[config.mk]
export PLATFORM = sky130hd
export DESIGN_NAME = mem_port_master
export DESIGN_NICKNAME = d
export VERILOG_FILES = /design/src/rtl/mem_port_master.sv
export SDC_FILE = /design/constraint.sdc
export NUM_CORES = 1
export LEC_CHECK = 0
export BUFFER_PORTS_ARGS = -buffer_cell sky130_fd_sc_hd__buf_2
export CORE_UTILIZATION = 40
export CTS_CLUSTER_SIZE = 20
export DETAILED_ROUTE_END_ITERATION = 10
export GPL_TIMING_DRIVEN = 0
export PLACE_DENSITY = 0.67
export SYNTH_ARGS = -nofsm -noshare
export SYNTH_HDL_FRONTEND = slang
export SYNTH_SLANG_ARGS = --single-unit
[constraint.sdc]
create_clock -name clk -period 4.9 [get_ports clk]
set_clock_uncertainty 0.05 [all_clocks]
set_input_delay 0.245 -clock clk [delete_from_list [all_inputs] [get_ports clk]]
set_output_delay 0.245 -clock clk [all_outputs]
set_load 0.005 [all_outputs]
[src/rtl/mem_port_master.sv]
// Initiator side of the data-memory port: CPU load/store -> Mem strobes, with RMW for sub-word stores.
// Optional MEM_PORT_PERF_CNT_EN adds saturating load/store completion counters.
module mem_port_master #(
    parameter int AW = 12,
    parameter int DW = 32
) (
    input  logic          clk,
    input  logic          clr,
    input  logic          req_valid,
    output logic          req_ready,
    input  logic          req_we,
    input  logic [1:0]    req_size,
    input  logic          req_signed,
    input  logic [AW-1:0] req_addr,
    input  logic [DW-1:0] req_wdata,
    output logic          resp_valid,
    output logic          resp_err,
    output logic [DW-1:0] resp_rdata,
    output logic [AW-3:0] mem_addr,
    output logic [DW-1:0] mem_din,
    output logic          mem_sel,
    output logic          mem_ld,
    output logic          mem_str,
    input  logic [DW-1:0] mem_dout
`ifdef MEM_PORT_PERF_CNT_EN
    ,
    output logic [15:0]   perf_loads,
    output logic [15:0]   perf_stores
`endif
);

    typedef enum logic [2:0] {IDLE, RD, RDW, WR, RESP, ERR} state_e;

    state_e        state_q;
    logic          ready_q, sel_q, ld_q, str_q, resp_valid_q, resp_err_q;
    logic [DW-1:0] din_q, rdata_q;
    logic          we_q, signed_q;
    logic [1:0]    size_q;
    logic [AW-1:0] addr_q;
    logic [15:0]   wdata_q;
    logic          req_bad;

    // Big-endian lanes: byte offset 0 is bits 31:24, half offset 0 is bits 31:16.
    function automatic logic [4:0] byte_shift(input logic [1:0] off);
        return {3'(2'd3 - off), 3'b000};
    endfunction

    function automatic logic [4:0] half_shift(input logic [1:0] off);
        return {~off[1], 4'b0000};
    endfunction

    function automatic logic [31:0] load_extend(input logic [31:0] w, input logic [1:0] size,
                                                input logic [1:0] off, input logic sgn);
        logic [7:0]  b;
        logic [15:0] h;
        b = 8'(w >> byte_shift(off));
        h = 16'(w >> half_shift(off));
        case (size)
            2'b00:   return {{24{sgn & b[7]}}, b};
            2'b01:   return {{16{sgn & h[15]}}, h};
            default: return w;
        endcase
    endfunction

    function automatic logic [31:0] store_merge(input logic [31:0] w, input logic [1:0] size,
                                                input logic [1:0] off, input logic [15:0] wd);
        logic [31:0] mask;
        case (size)
            2'b00: begin
                mask = 32'h0000_00FF << byte_shift(off);
                return (w & ~mask) | ({24'b0, wd[7:0]} << byte_shift(off));
            end
            default: begin
                mask = 32'h0000_FFFF << half_shift(off);
                return (w & ~mask) | ({16'b0, wd} << half_shift(off));
            end
        endcase
    endfunction

    assign req_bad = (req_size == 2'b11)
                  || (req_size == 2'b01 && req_addr[0])
                  || (req_size == 2'b10 && req_addr[1:0] != 2'b00);

    always_ff @(posedge clk) begin
        if (clr) begin
            state_q      <= IDLE;
            ready_q      <= 1'b1;
            sel_q        <= 1'b0;
            ld_q         <= 1'b0;
            str_q        <= 1'b0;
            resp_valid_q <= 1'b0;
            resp_err_q   <= 1'b0;
            din_q        <= '0;
            rdata_q      <= '0;
            we_q         <= 1'b0;
            signed_q     <= 1'b0;
            size_q       <= '0;
            addr_q       <= '0;
            wdata_q      <= '0;
        end else begin
            sel_q        <= 1'b0;
            ld_q         <= 1'b0;
            str_q        <= 1'b0;
            resp_valid_q <= 1'b0;
            resp_err_q   <= 1'b0;
            din_q        <= '0;
            case (state_q)
                IDLE: if (req_valid) begin
                    ready_q  <= 1'b0;
                    we_q     <= req_we;
                    signed_q <= req_signed;
                    size_q   <= req_size;
                    addr_q   <= req_addr;
                    wdata_q  <= req_wdata[15:0];
                    if (req_bad) begin
                        state_q      <= ERR;
                        resp_valid_q <= 1'b1;
                        resp_err_q   <= 1'b1;
                        rdata_q      <= '0;
                    end else if (req_we && req_size == 2'b10) begin
                        state_q <= WR;
                        sel_q   <= 1'b1;
                        str_q   <= 1'b1;
                        din_q   <= req_wdata;
                    end else begin
                        state_q <= RD;
                        sel_q   <= 1'b1;
                        ld_q    <= 1'b1;
                    end
                end
                RD: state_q <= RDW;
                RDW: begin
                    // Mem read data is captured here straight into its consumer register.
                    if (we_q) begin
                        state_q <= WR;
                        sel_q   <= 1'b1;
                        str_q   <= 1'b1;
                        din_q   <= store_merge(mem_dout, size_q, addr_q[1:0], wdata_q);
                    end else begin
                        state_q      <= RESP;
                        resp_valid_q <= 1'b1;
                        rdata_q      <= load_extend(mem_dout, size_q, addr_q[1:0], signed_q);
                    end
                end
                WR: begin
                    state_q      <= RESP;
                    resp_valid_q <= 1'b1;
                    rdata_q      <= '0;
                end
                RESP, ERR: begin
                    state_q <= IDLE;
                    ready_q <= 1'b1;
                end
                default: begin
                    state_q <= IDLE;
                    ready_q <= 1'b1;
                end
            endcase
        end
    end

    // NOTE: clr gates the strobes combinationally so a write in flight never reaches Mem.
    assign mem_sel    = sel_q & ~clr;
    assign mem_ld     = ld_q & ~clr;
    assign mem_str    = str_q & ~clr;
    assign mem_addr   = mem_sel ? addr_q[AW-1:2] : '0;
    assign mem_din    = mem_sel ? din_q : '0;
    assign req_ready  = ready_q;
    assign resp_valid = resp_valid_q;
    assign resp_err   = resp_err_q;
    assign resp_rdata = rdata_q;

`ifdef MEM_PORT_PERF_CNT_EN
    logic [15:0] perf_loads_q, perf_stores_q;

    always_ff @(posedge clk) begin
        if (clr) begin
            perf_loads_q  <= '0;
            perf_stores_q <= '0;
        end else if (state_q == RESP) begin
            if (we_q && perf_stores_q != 16'hFFFF) perf_stores_q <= perf_stores_q + 16'd1;
            if (!we_q && perf_loads_q != 16'hFFFF) perf_loads_q <= perf_loads_q + 16'd1;
        end
    end

    assign perf_loads  = perf_loads_q;
    assign perf_stores = perf_stores_q;
`endif

endmodule

==> metrics.md, run 1 <==
| Metric | Value |
|---|---|
| CP startpoint | sel_q$_SDFF_PP0_ |
| Final Setup Violations | 0 |
| Sequential share of the synthesized area | 44.7% |
| Path type of the worst setup path | flop to output port |
| Reg2reg path depth | 6 |
| Layout cells sized above 1 | 28.9% |
| Yosys warning count | 0 |
| Via count | 4636 |
| Routability Congestion | 0.925 |
| Number of H-tree levels | 3 |
| Maximum capacitance violations | 0 |
| XOR/XNOR share of the synthesized area | 0% |
| DR WL/cell | 18.2 µm |
| Cts hold-fix bufs | 0 |
| Largest family of logic cells by synthesized area | compound AO/OA/AOI/OAI gates |
| Num CTS Buffers | 9 |
| Pwr dens | 333 nW/µm² |
| Final worst slack | 2.63 ns |
| CP endpoint kind | output port |
| Chip width | 110 µm |
| Top layer in use | met4 |
| Dpl cells | 833 |
| Overall Power | 2.00 mW |
| ANT nets after route | 0 |
| Synth Cell Area | 4700 µm² |
| Primary FF master, synth | dfxtp_1 |
| Startpoint Class | flop |
| R2r startpoint | state_q[1]$_SDFFE_PP0N_ |
| Post-Syn Area per Cell | 8.90 µm² |
| R2R Setup Slk | 2.68 ns |
| Yosys reg bits | 105 |
| Number of diodes | 0 |
| Initial antenna violation count | 0 |
| FP Rows | 39 |
| Chip Height | 110 µm |
| Setup tns final | 0 ns |
| Peak supply drop | 179 µV |
| Final WL | 15400 µm |
| Hold WC Path Type | input pin to flop |
| Met2 wire length | 6810 µm |
| Placeable Area | 11400 µm² |
| First drt pass iteration count | 5 |
| Final max-slew violation count | 0 |
| Yosys cell types | 42 |
| Final nets | 784 |
| Final std cells w/o fill | 849 |
| Final worst path period need | 2.27 ns |
| Final core utilization | 52.5% |
| Mux cell area share after synthesis | 5.80% |
| Critical Path Fanout Max | 10 |
| Crit Reg-Reg Endpoint | din_q[25]$_SDFF_PP0_ |
| Worst hold stages | 2 |
| Clock Latency Late Sink | 0.35 ns |
| GRT Residual Overflow | 0 |
| Clock Tree Root | clkbuf_16 |
| Most frequent cells in the layout | buf_2, dfxtp_1, nand2_1, a21oi_1, and2_1 |
| Status | completed |
| DRT iter0 DRCs | 396 |
| HPWL Detailed | 12100 µm |
| RSZ-0062 raised after global routing | no |
| Hold EP | din_q[17]$_SDFF_PP0_ |
| Routed wl met3 | 1220 µm |
| Post-placement setup slack | 2.71 ns |
| Resized Gates After CTS | 0 |
| Met1 WL | 6890 µm |
| Gate Count Post-Synth | 528 |
| Worst Path Required | 4.61 ns |
| Largest net degree at the start of global routing | 17 |
| Leakage power | 2.69 nW |
| Commonest non-fill, non-tap cell in the layout | buf_2 |
| Initial core utilization | 41.2% |
| First-pass GRT wire length | 24100 µm |
| Area Overhead vs Synth | 27.6% |
| Arrival time worst endpoint | 1.97 ns |
| Vias per cell | 5.46 |
| CTS Buffer Depth | 2 |
| Gr usage total | 25.3% |
| Synth Area in Simple Gates | 22.7% |
| Complex-gate fraction of the synthesized area | 22.8% |
| Residual DRC | 0 |
| Clk pin slew, worst setup/hold paths | 0.07 ns |
| Max_slew headroom | 39.9% |
| Min-delay src | req_wdata[17] |
| Port Buffers | 162 |
| Io pins | 163 |
| EDFF count, synth | 0 |
| Vias in the first global route | 4403 |
| Worst-Margin Slew | 0.899 ns |
| Hold Vio Cnt, Final | 0 |
| Post-synthesis adder-cell area fraction | 0% |
| Clock sinks | 105 |
| CTS tree | built |
| Synthesized Nets | 611 |
| Die area | 12200 µm² |
| Setup Buffers After CTS | 0 |
| Post-synth ARST share | 0% |
| Fin crit share | 46.3% |
| FMAX | 441 MHz |
cells by family (layout without fill, tap and decap cells):
logic type             Yosys count  in the layout
and+or+nand+nor                204            204
AOI/OAI and AO/OA              148            148
DFF                            105            105
buffers and inverters           44            222
muxes                           27             27
worst max-delay path by stage:
stage | to | slack [ns] | depth (start not counted)
after global routing | resp_rdata[30]$_SDFFE_PP0P_ | 2.52 | 6
after global placement | din_q[30]$_SDFF_PP0_ | 2.74 | 6
after detailed placement | din_q[30]$_SDFF_PP0_ | 2.71 | 6
after CTS | mem_din[13] | 2.61 | 4
after floorplan | resp_rdata[22]$_SDFFE_PP0P_ | 3.16 | 8
final | mem_din[13] | 2.63 | 4
power by group:
part / total [mW] / switching (mW) / internal (mW)
clock: 0.749 / 0.324 / 0.425
sequential: 0.920 / 0.0284 / 0.892
combinational: 0.329 / 0.205 / 0.124
synth_stat cells, types with 3 or more instances:
| cell type | n | area share, % |
|---|---|---|
| a21oi_1 | 56 | 6.0 |
| a221o_1 | 32 | 6.8 |
| a22o_1 | 6 | 1.1 |
| a32o_1 | 3 | 0.64 |
| and2_1 | 44 | 5.9 |
| buf_2 | 13 | 1.4 |
| clkbuf_1 | 27 | 2.2 |
| dfxtp_1 | 105 | 45 |
| mux2i_1 | 25 | 5.3 |
| nand2_1 | 79 | 6.3 |
| nand2b_1 | 7 | 0.93 |
| nand3_1 | 5 | 0.53 |
| nor2_1 | 27 | 2.2 |
| nor2b_1 | 10 | 1.3 |
| nor3_1 | 4 | 0.43 |
| nor4b_1 | 7 | 1.3 |
| o21ai_0 | 11 | 1.2 |
| o22a_1 | 3 | 0.56 |
| o22ai_1 | 5 | 0.67 |
| o2bb2ai_1 | 21 | 3.9 |
| or2_2 | 4 | 0.53 |
| or3_1 | 8 | 1.1 |
flip-flops by register name (all words and copies together), names as in the netlist:
| name | flops |
|---|---|
| addr_q | 12 |
| din_q | 32 |
| ld_q | 1 |
| req_ready | 1 |
| resp_err | 1 |
| resp_rdata | 32 |
| resp_valid | 1 |
| sel_q | 1 |
| signed_q | 1 |
| size_q | 2 |
| state_q | 3 |
| str_q | 1 |
| wdata_q | 16 |
| we_q | 1 |
metrics by stage:
stage | hold slack, ns | cell area [µm²]
2_1_floorplan | 0.312 | 4700
3_3_place_gp | 0.389 | 5690
3_5_place_dp | 0.389 | 5690
4_1_cts | 0.0446 | 6000
5_1_grt | 0.0576 | 6000
6_report | 0.0448 | 6000
cell type report:
class	instances	area (µm²)
sequential	105	2100
tap	143	179
clock buffer	12	256
buffer	41	174
timing repair buffer	162	811
inverter	3	11.3
multi-input combinational	379	2410
fill	1109	5420
clock inverter	4	51.3
worst max-delay path, cell delays in order, from the launching register on:
cell and delay, ns:
dfxtp_1 0.30, nor2b_1 0.59, clkbuf_1 0.41, and2_1 0.21
buf_2 0.12
metal layers:
metal / track usage [%] / vias up
met4: 10.6 / 0
met3: 5.82 / 35
li1: - / 2240
met1: 34.3 / 2137
met2: 38.6 / 224
met5: 0 / -
Note: power is estimated with default switching activity, not from simulation.
==> run 2, diff against run 1 <==
- PLACE_DENSITY: 0.67 -> 0.7
- clock period: 4.9 -> 1.85 ns (I/O delays scaled with it)
==> run 2 against run 1 <==
  * Hold slack lost 0.031 ns
  * Critical path depth is 2 higher
  * Sequential share of layout area decreased by 3.9 points
  * Combinational power rose to 3.1 times the previous value
  * Sequential power grew to 2.7 times the previous value
  * Count of clock-buffer cells in the layout shrank 3
==> metrics.md, run 2 (same netlist as run 1, synthesis figures left out) <==
| Metric | Value |
|---|---|
| Status | completed |
| Overall Power | 5.35 mW (+170%) |
| Reg2reg path depth | 6 (unchanged) |
| Area Overhead vs Synth | 43.6% |
| Die area | 12200 µm² (unchanged) |
| Routability Congestion | 0.938 (+1.4%) |
| Clock Latency Late Sink | 0.35 ns (about the same) |
| Hold slack | 0.0138 ns (-0.0311 ns) |
| DR WL/cell | 18.2 µm (+0.22%) |
| First-pass GRT wire length | 25900 µm (+7.4%) |
| Vias per cell | 5.51 (+0.84%) |
| Chip Height | 110 µm (unchanged) |
| Dpl cells | 833 (unchanged) |
| Initial core utilization | 41.2% (unchanged) |
| Setup tns final | 0 ns (unchanged) |
| Peak supply drop | 633 µV (+250%) |
| Final core utilization | 59.1% (+6.6 points) |
| Max_slew headroom | 63.5% (+24 points) |
| Cell area after layout | 6750 µm² (+13%) |
| GRT Residual Overflow | 0 (unchanged) |
| Final worst slack | 0.0505 ns (-2.58 ns) |
| Worst Path Required | 2.06 ns (-2.55 ns) |
| Via count | 4989 (+7.6%) |
| Hold EP | resp_rdata[16]$_SDFFE_PP0P_ |
| Initial antenna violation count | 0 (unchanged) |
| Number of H-tree levels | 3 (unchanged) |
| Final Setup Violations | 0 (unchanged) |
| R2R Setup Slk | 0.05 ns (-2.63 ns) |
| Critical Path Fanout Max | 10 (unchanged) |
| GRT Max-Usage Layer | met2 |
| Hold WC Path Type | input pin to flop |
| Crit Reg-Reg Endpoint | din_q[1]$_SDFF_PP0_ |
| Port Buffers | 162 (unchanged) |
| Worst-Margin Slew | 0.547 ns (-0.352 ns) |
| Met3 GRT Util | 5.32% (-0.49 points) |
| Chip width | 110 µm (unchanged) |
| Worst hold stages | 2 (unchanged) |
| Vias in the first global route | 4904 (+11%) |
| Met2 Use GR | 44.1% (+5.6 points) |
| FP Rows | 39 (unchanged) |
| FMAX | 556 MHz |
| Num CTS Buffers | 9 (unchanged) |
| Maximum capacitance violations | 0 (unchanged) |
| ANT nets after route | 0 (unchanged) |
| DRT iter0 DRCs | 389 (-1.8%) |
| Gr usage total | 26.9% (+1.6 points) |
| Commonest non-fill, non-tap cell in the layout | buf_2 |
| CTS tree | built |
| Hold Vio Cnt, Final | 0 (unchanged) |
| Number of diodes | 0 (unchanged) |
| Pwr dens | 793 nW/µm² (+140%) |
| Final WL | 16500 µm (+6.9%) |
| Leakage power | 3.00 nW (+11%) |
| Residual DRC | 0 (unchanged) |
| Placed Area | 5690 µm² (unchanged) |
| Post-placement setup slack | -0.349 ns (-3.06 ns) |
| Final std cells w/o fill | 906 (+6.7%) |
| HPWL Detailed | 11900 µm (-1.0%) |
| Clock Tree Root | clkbuf_16 |
| Min-delay src | mem_dout[16] |
| Most frequent cells in the layout | buf_2, dfxtp_1, nand2_1, dlygate4sd3_1, a21oi_1 |
| Placeable Area | 11400 µm² (unchanged) |
| Final max-slew violation count | 0 (unchanged) |
| Clk pin slew, worst setup/hold paths | 0.07 ns (about the same) |
| Fin crit share | 97.3% |
| Io pins | 163 (unchanged) |
| Path type of the worst setup path | flop to flop |
| Startpoint Class | flop |
| Largest net degree at the start of global routing | 17 (unchanged) |
| R2r startpoint | state_q[2]$_SDFFE_PP0N_ |
| Final worst path period need | 1.80 ns |
| Arrival time worst endpoint | 2.01 ns (+0.04 ns) |
| CTS Buffer Depth | 2 (unchanged) |
| Clock sinks | 105 (unchanged) |
| Met1 usage | 34.9% (+0.53 points) |
| Final nets | 843 (+7.5%) |
| CP endpoint kind | flop |
| Fill count | 999 (-9.9%) |
| Layout cells sized above 1 | 30.5% (+1.6 points) |
| First drt pass iteration count | 5 (unchanged) |
| RSZ-0062 raised after global routing | yes |
==> run 2: changes by cell type in the layout (fill, tap and decap cells not counted), moves of 2 or more <==
cell           before  now
a21oi_1            56   54
a21oi_4             0    2
buf_2             175  166
buf_4               1   12
buf_6               0    3
clkbuf_1           28   10
clkbuf_2            0   10
clkbuf_8            2    0
dlygate4sd3_1       0   59
nor2_1             27   25
or3_1               8    5
or3_4               0    3
==> run 2: worst max path at each step <==
stage,from,endpoint,cells after the start
final,state_q[2]$_SDFFE_PP0N_,din_q[1]$_SDFF_PP0_,6
after global routing,state_q[2]$_SDFFE_PP0N_,wdata_q[9]$_SDFFE_PP0P_,6
after CTS,state_q[2]$_SDFFE_PP0N_,din_q[26]$_SDFF_PP0_,6
after detailed placement,state_q[1]$_SDFFE_PP0N_,din_q[30]$_SDFF_PP0_,6
after global placement,state_q[1]$_SDFFE_PP0N_,din_q[25]$_SDFF_PP0_,6
after floorplan,state_q[2]$_SDFFE_PP0N_,resp_rdata[22]$_SDFFE_PP0P_,8
==> run 2: critical path, stage by stage (launching register included) <==
cell and delay, ns:
dfxtp_1 0.30, buf_4 0.16, or3_4 0.43, nor4_4 0.27, buf_4 0.21, buf_6 0.17, o2bb2ai_1 0.13
==> run 2: timing repair <==
item	4_1_cts	5_1_grt
hold buffers	58	1
pin swaps	4	2
endpoints found under the setup margin	102	104
resized for setup	18	40
buffers inserted	5	1
hold endpoints to repair	70	1
==> run 2: cell type report <==
class / instances / area, µm² / share of cell area, %
tap: 143 / 179 / 2.65
clock inverter: 5 / 58.8 / 0.871
inverter: 3 / 11.3 / 0.167
clock buffer: 9 / 225 / 3.34
buffer: 35 / 198 / 2.93
sequential: 105 / 2100 / 31.2
timing repair buffer: 227 / 1460 / 21.6
multi-input combinational: 379 / 2510 / 37.3
==> run 2: power by group <==
| group | switching (mW) | internal (mW) | leakage, nW |
|---|---|---|---|
| clock network | 0.841 | 1.03 | 0.133 |
| registers | 0.0796 | 2.36 | 0.853 |
| logic | 0.590 | 0.440 | 2.01 |
==> run 2: routing by layer <==
| layer | wire length, µm | vias to the layer above |
|---|---|---|
| met2 | 7800 | 234 |
| li1 | - | 2358 |
| met4 | 417 | 0 |
| met1 | 7090 | 2365 |
| met5 | 0 | - |
| met3 | 1190 | 32 |
